===== config.mk =====
export PLATFORM = sky130hd
export DESIGN_NAME = l1d_mmu_responder
export DESIGN_NICKNAME = d
export VERILOG_FILES = /design/src/rtl/l1d_mmu_responder_pkg.sv /design/src/rtl/l1d_mmu_responder_line_beat_seq.sv /design/src/rtl/mmio_addr.sv /design/src/rtl/l1d_mmu_responder.sv
export SDC_FILE = /design/constraint.sdc
export NUM_CORES = 1
export LEC_CHECK = 0
export ABC_AREA = 1
export CORE_AREA = 3 3 288 290
export CTS_CLUSTER_DIAMETER = 60
export DETAILED_ROUTE_END_ITERATION = 12
export DIE_AREA = 0 0 291 293
export GPL_ROUTABILITY_DRIVEN = 0
export PLACE_DENSITY_LB_ADDON = 0.08
export SYNTH_ARGS = -nofsm -noshare
export SYNTH_HDL_FRONTEND = slang
export SYNTH_HIERARCHICAL = 1
export SYNTH_SLANG_ARGS = --single-unit

===== constraint.sdc =====
create_clock -name sys_clk -period 1.9 [get_ports sys_clk]
set_clock_uncertainty 0.2 [all_clocks]
set_input_delay 0.38 -clock sys_clk [delete_from_list [all_inputs] [get_ports sys_clk]]
set_output_delay 0.38 -clock sys_clk [all_outputs]
set_load 0.05 [all_outputs]

===== src/rtl/l1d_mmu_responder_pkg.sv =====
// Shared definitions for the L1D MMU responder: FSM encoding, line geometry
// and the MMIO timeout read pattern.
package l1d_mmu_responder_pkg;

  typedef enum logic [2:0] {
    ST_IDLE,
    ST_LRD,
    ST_LWR,
    ST_IO,
    ST_DONE,
    ST_REST
  } mmu_state_e;

  localparam int LINE_BYTES = 32;
  localparam int LINE_BEATS = 8;
  localparam int BEAT_W     = 3;

  localparam logic [31:0] IO_TIMEOUT_DATA = 32'hDEAD_BEEF;

  // Cached requests address whole lines; the offset within the line is dropped.
  function automatic logic [31:0] line_base(input logic [31:0] addr);
    return addr & ~32'(LINE_BYTES - 1);
  endfunction

endpackage


===== src/rtl/l1d_mmu_responder_line_beat_seq.sv =====
// Beat sequencer for line bursts: issue index runs 0..BEATS-1 from start,
// capture index trails it by one cycle to match the memory read latency.
module line_beat_seq
  import l1d_mmu_responder_pkg::*;
#(
  parameter int BEATS = LINE_BEATS
) (
  input  logic              sys_clk,
  input  logic              rst_n,
  input  logic              start,
  output logic              issue_valid,
  output logic [BEAT_W-1:0] issue_idx,
  output logic              capture_valid,
  output logic [BEAT_W-1:0] capture_idx,
  output logic              last_issue,
  output logic              last_capture
);

  localparam logic [BEAT_W-1:0] LAST = BEAT_W'(BEATS - 1);

  logic              active_q;
  logic              cap_valid_q;
  logic [BEAT_W-1:0] beat_q;
  logic [BEAT_W-1:0] cap_idx_q;

  always_ff @(posedge sys_clk or negedge rst_n) begin
    if (!rst_n) begin
      active_q    <= 1'b0;
      beat_q      <= '0;
      cap_valid_q <= 1'b0;
      cap_idx_q   <= '0;
    end else begin
      cap_valid_q <= active_q;
      cap_idx_q   <= beat_q;
      if (start) begin
        active_q <= 1'b1;
        beat_q   <= '0;
      end else if (active_q) begin
        beat_q <= beat_q + 1'b1;
        if (beat_q == LAST) active_q <= 1'b0;
      end
    end
  end

  assign issue_valid   = active_q;
  assign issue_idx     = beat_q;
  assign capture_valid = cap_valid_q;
  assign capture_idx   = cap_idx_q;
  assign last_issue    = active_q && (beat_q == LAST);
  assign last_capture  = cap_valid_q && (cap_idx_q == LAST);

endmodule


===== src/rtl/mmio_addr.sv =====
// Shared MMIO region decoder: flags addresses inside the peripheral window.
module mmio_addr #(
  parameter logic [31:0] MMIO_BASE = 32'hF000_0000,
  parameter logic [31:0] MMIO_MASK = 32'hF000_0000
) (
  input  logic [31:0] addr,
  output logic        is_mmio
);

  assign is_mmio = (addr & MMIO_MASK) == MMIO_BASE;

endmodule


===== src/rtl/l1d_mmu_responder.sv =====
// Memory-side responder for the L1D MMU port: line bursts to word memory,
// single-word MMIO to the peripheral bus. Optional MMU_IO_TIMEOUT_EN adds an IO watchdog.
module l1d_mmu_responder #(
  parameter int LINE_BEATS = 8,
  parameter int IO_TIMEOUT = 255
) (
  input  logic         sys_clk,
  input  logic         rst_n,
  input  logic         l1_mmu_req_read,
  input  logic         l1_mmu_req_write,
  input  logic [31:0]  l1_mmu_req_addr,
  input  logic [255:0] l1_mmu_write_data,
  output logic         mmu_l1_done,
  output logic [255:0] mmu_l1_read_data,
  output logic         mem_rd,
  output logic         mem_wr,
  output logic [31:0]  mem_addr,
  output logic [31:0]  mem_wdata,
  input  logic [31:0]  mem_rdata,
  output logic         io_req,
  output logic         io_we,
  output logic [31:0]  io_addr,
  output logic [31:0]  io_wdata,
  input  logic         io_ack,
  input  logic [31:0]  io_rdata
);
  import l1d_mmu_responder_pkg::*;

  mmu_state_e state_q, state_d;

  logic              req_is_mmio;
  logic              accept;
  logic              seq_start;
  logic              io_timeout;
  logic [31:0]       addr_q;
  logic              is_write_q;
  logic [255:0]      wline_q;
  logic [255:0]      rbuf_q;

  logic              issue_valid;
  logic [BEAT_W-1:0] issue_idx;
  logic              capture_valid;
  logic [BEAT_W-1:0] capture_idx;
  logic              last_issue;
  logic              last_capture;

  mmio_addr u_mmio_addr (
    .addr    (l1_mmu_req_addr),
    .is_mmio (req_is_mmio)
  );

  assign accept    = (state_q == ST_IDLE) && (l1_mmu_req_read || l1_mmu_req_write);
  assign seq_start = accept && !req_is_mmio;

  line_beat_seq #(
    .BEATS (LINE_BEATS)
  ) u_seq (
    .sys_clk       (sys_clk),
    .rst_n         (rst_n),
    .start         (seq_start),
    .issue_valid   (issue_valid),
    .issue_idx     (issue_idx),
    .capture_valid (capture_valid),
    .capture_idx   (capture_idx),
    .last_issue    (last_issue),
    .last_capture  (last_capture)
  );

`ifdef MMU_IO_TIMEOUT_EN
  logic [7:0] io_cnt_q;

  always_ff @(posedge sys_clk or negedge rst_n) begin
    if (!rst_n) begin
      io_cnt_q <= '0;
    end else if (state_q != ST_IO) begin
      io_cnt_q <= '0;
    end else begin
      io_cnt_q <= io_cnt_q + 8'd1;
    end
  end

  // io_cnt_q equals the number of IO cycles already spent before this one.
  assign io_timeout = (state_q == ST_IO) && !io_ack && (io_cnt_q == 8'(IO_TIMEOUT - 1));
`else
  logic [7:0] unused_io_timeout;
  assign unused_io_timeout = 8'(IO_TIMEOUT);
  assign io_timeout        = 1'b0;
`endif

  always_comb begin
    state_d = state_q;
    unique case (state_q)
      ST_IDLE: begin
        if (l1_mmu_req_write || l1_mmu_req_read) begin
          if (req_is_mmio)           state_d = ST_IO;
          else if (l1_mmu_req_write) state_d = ST_LWR;
          else                       state_d = ST_LRD;
        end
      end
      ST_LRD:  if (last_capture) state_d = ST_DONE;
      ST_LWR:  if (last_issue) state_d = ST_DONE;
      ST_IO:   if (io_ack || io_timeout) state_d = ST_DONE;
      ST_DONE: state_d = ST_REST;
      ST_REST: state_d = ST_IDLE;
      default: state_d = ST_IDLE;
    endcase
  end

  // The write latch and the read buffer are separate so write-backs never
  // disturb the read data the cache may still be consuming.
  always_ff @(posedge sys_clk or negedge rst_n) begin
    if (!rst_n) begin
      state_q    <= ST_IDLE;
      addr_q     <= '0;
      is_write_q <= 1'b0;
      wline_q    <= '0;
      rbuf_q     <= '0;
    end else begin
      state_q <= state_d;
      if (accept) begin
        addr_q     <= req_is_mmio ? l1_mmu_req_addr : line_base(l1_mmu_req_addr);
        is_write_q <= l1_mmu_req_write;
        wline_q    <= l1_mmu_write_data;
      end
      if ((state_q == ST_LRD) && capture_valid) begin
        rbuf_q[{capture_idx, 5'b0} +: 32] <= mem_rdata;
      end
      if ((state_q == ST_IO) && !is_write_q) begin
        if (io_ack)          rbuf_q <= {224'b0, io_rdata};
        else if (io_timeout) rbuf_q <= {224'b0, IO_TIMEOUT_DATA};
      end
    end
  end

  assign mem_rd    = (state_q == ST_LRD) && issue_valid;
  assign mem_wr    = (state_q == ST_LWR) && issue_valid;
  assign mem_addr  = (mem_rd || mem_wr) ? {addr_q[31:5], issue_idx, 2'b00} : 32'h0;
  assign mem_wdata = mem_wr ? wline_q[{issue_idx, 5'b0} +: 32] : 32'h0;

  assign io_req   = (state_q == ST_IO);
  assign io_we    = io_req && is_write_q;
  assign io_addr  = io_req ? addr_q : 32'h0;
  assign io_wdata = io_req ? wline_q[31:0] : 32'h0;

  assign mmu_l1_done      = (state_q == ST_DONE);
  assign mmu_l1_read_data = rbuf_q;

endmodule


==> impl_results.md <==
- Result of the run: complete, but fails checks
- Violated checks: setup timing
- Critical Setup Path Class: reg -> out
- Root buffer cell: clkbuf_16
- Final Slew Violations: 0
- Area growth from synthesis to layout: 81.9%
- Hold Path Cell Cnt: 3
- Tightest slew margin relative to the limit: 41.0%
- Req. time, crit path: 1.32 ns
- Post-CTS clock slew at the launch and capture registers of the worst setup and hold paths: 0.06 ns
- Via total after detailed routing: 28200
- Largest net degree at the start of global routing: 84
- Number of distinct standard cells referenced by the synthesized netlist: 24
- Share of layout cells above drive strength 1: 33.1%
- Library cell with the largest summed area after synthesis: dfrtp_1
- Element type at the critical path start: register
- Count of TritonRoute iterations in the first routing pass: 8
- Number of buffers created by CTS: 72
- Peak supply drop: 0.000902 V
- Primary FF master, synth: dfrtp_1
- Antenna violations before repair: 17
- Pre-CTS setup slack: -0.488 ns
- Final worst-path cycle share: 153%
- Fin worst setup slack: -1.01 ns
- Number of nets in the layout: 5025
- Hold/Removal Path Class: in -> reg
- Post-synthesis area per instance: 7.29 µm²
- Buffers on Ports: 743
- Unrepaired setup endpoints after global routing: yes
- Die Area: 85300 µm²
- Met3 track demand over resource: 5.22%
- Post-route antenna net violation count: 0
- CP Capture Type: output pin
- Leading post-synthesis cells by cell area: dfrtp_1, nand2_1, nor2_1
- Total of endpoints with negative setup slack in the final report: 647
- Iteration-0 DRC Markers: 1874
- Via count of the first global-routing pass: 27500
- Top-level I/O count: 746
- Number of standard cells after synthesis: 3616
- Most used standard cell by instance count after synthesis: nand2_1
- GR Util met2: 49.5%
- GR Layer Usage met1: 33.4%
- Effective utilization at floorplan: 32.7%
- Number of vias per cell: 4.87
- Slew at the pin closest to its max-slew limit: 0.882 ns
- Hold violation total from the final report: 0
- Accumulated negative setup slack: -170.02 ns
- CTS tree: done
- Sequential cell area fraction in the yosys report: 52.8%
- Average wire per cell in the routed design: 21.9 µm
- List of most frequent post-synthesis cells: nand2_1, nor2_1, dfrtp_1
- Width of the chip: 291 µm
- Top cell type's share of synthesized area: 52.8%
- Placement row count: 104
- Most used routing layer in global routing: met2
- Leak Pwr: 23.2 nW
- Later-pin clock latency in the skew report: 0.60 ns
- Flop and latch count out of synthesis: 556
- Max Buffers Root-to-Sink: 3
- Drt drc: 0
- Final routed wirelength across all metal layers: 127000 µm
- Power density of the placed cells: 1940 nW/µm²
- First-pass GRT wire length: 180000 µm
- Number of warning messages in the yosys log: 6
- Highest clock frequency the design can meet: 0.344 GHz
- # Max-Cap Violations: 0
- Total congestion overflow after global routing: 0
- Number of enable flip-flop cells after synthesis: 0
- Die height: 293 µm
- Worst endpoint data arrival time: 2.33 ns
- Post-layout utilization of the core: 59.6%
- Total global-route track usage: 27.9%
- Summed instance area of the synthesized netlist: 26400 µm²
- Period minus WS final: 2.91 ns
- Highest net fanout along the worst path: 14
- Core ar.: 80500 µm²
- Sinks on Clock Net: 556
- Share of flip-flops with an asynchronous set or reset: 100%
- Cells on worst reg2reg path: 13
- Maximum level of the CTS H-tree: 3
- Worst hold slack after final layout: 0.0734 ns
- HPWL after DPL: 86100 µm
-- cell usage in the layout, fill, tap and decap left out, types with 43 or more instances in the layout --
master and n:
a21oi_2 66, buf_12 302, buf_16 43, buf_4 386, buf_6 58, clkbuf_16 105
clkdlybuf4s50_1 355, dfrtp_1 552, inv_1 237, nand2_1 1087, nand2_2 75, nand3_1 82
nand3_2 72, nor2_1 564, nor2_2 72, nor2_4 176, o21ai_0 134, o21ai_1 79
o21ai_2 51
-- flip-flops by register name, indices dropped and copies added, names as in the netlist --
name,cells
mmu_l1_read_data,256
u_seq/capture_valid,1
addr_q,32
u_seq/issue_valid,1
u_seq/issue_idx,3
wline_q,256
u_seq/capture_idx,3
state_q,3
is_write_q,1
-- per-layer routing --
metal	wire, µm	share of wire [%]	vias to the layer above
li1	-	-	13300
met1	48000	38	13600
met2	65500	52	1090
met3	8100	6.4	222
met4	5140	4.1	8
met5	60	0.047	-
-- worst max-delay path, cell delays in order, from the launching register on --
cell	delay, ns
dfrtp_4	0.57
inv_8	0.16
bufbuf_16	0.32
a21oi_2	0.06
o21ai_2	0.10
nand2_1	0.13
nor2_2	0.17
nor2_4	0.05
buf_12	0.14
-- timing repair --
item	CTS	global route
cloned	54	34
pin swaps	111	154
hold buffers	2	0
setup endpoints to repair	633	700
resized for setup	418	391
hold endpoints to repair	483	0
setup buffers	69	43
-- power by group --
group	leakage (nW)	internal, mW	switching (mW)	total [mW]
Sequential	6.90	17.5	3.89	21.4
Clock	1.17	8.26	5.66	13.9
Combinational	15.1	23.1	34.9	57.9
-- final cells by class --
type,instances,area (µm²)
Multi-Input combinational cell,2572,13700
Sequential cell,556,13900
Antenna cell,12,30.0
Timing Repair Buffer,1204,15600
Clock buffer,106,2100
Clock inverter,23,285
Fill cell,7006,32600
Inverter,257,1070
Tap cell,1060,1330
-- worst paths after layout --
check                                              to            startpoint  slack [ns]
worst max-delay path                     mem_wdata[4]    u_seq/issue_idx[0]       -1.01
worst min-delay path              mmu_l1_read_data[1]           io_rdata[1]        0.07
worst max register to register  mmu_l1_read_data[209]  u_seq/capture_idx[0]       -0.30
worst min register to register           wline_q[108]          wline_q[108]        0.26
max in group asynchronous        mmu_l1_read_data[59]                 rst_n        0.04
min in group asynchronous       mmu_l1_read_data[251]                 rst_n        0.17
-- through the flow --
step	instance area (µm²)	total power [mW]	instances
3_5_place_dp	39800	68.7	5474
6_report	48000	93.3	5790
4_1_cts	46000	89.5	5725
5_1_grt	48000	97.9	5787
3_3_place_gp	39800	68.3	5474
2_1_floorplan	28000	49.0	3617
-- cell families after synthesis --
| group | Yosys count | synth area share [%] |
|---|---|---|
| fa+ha+maj | 5 | 0.237 |
| compound gates | 370 | 7.05 |
| buf+inv | 491 | 7.68 |
| other cells | 1 | 0.0142 |
| simple gates | 2193 | 32.3 |
| flops | 556 | 52.8 |
(Power assumes the default switching activity.)
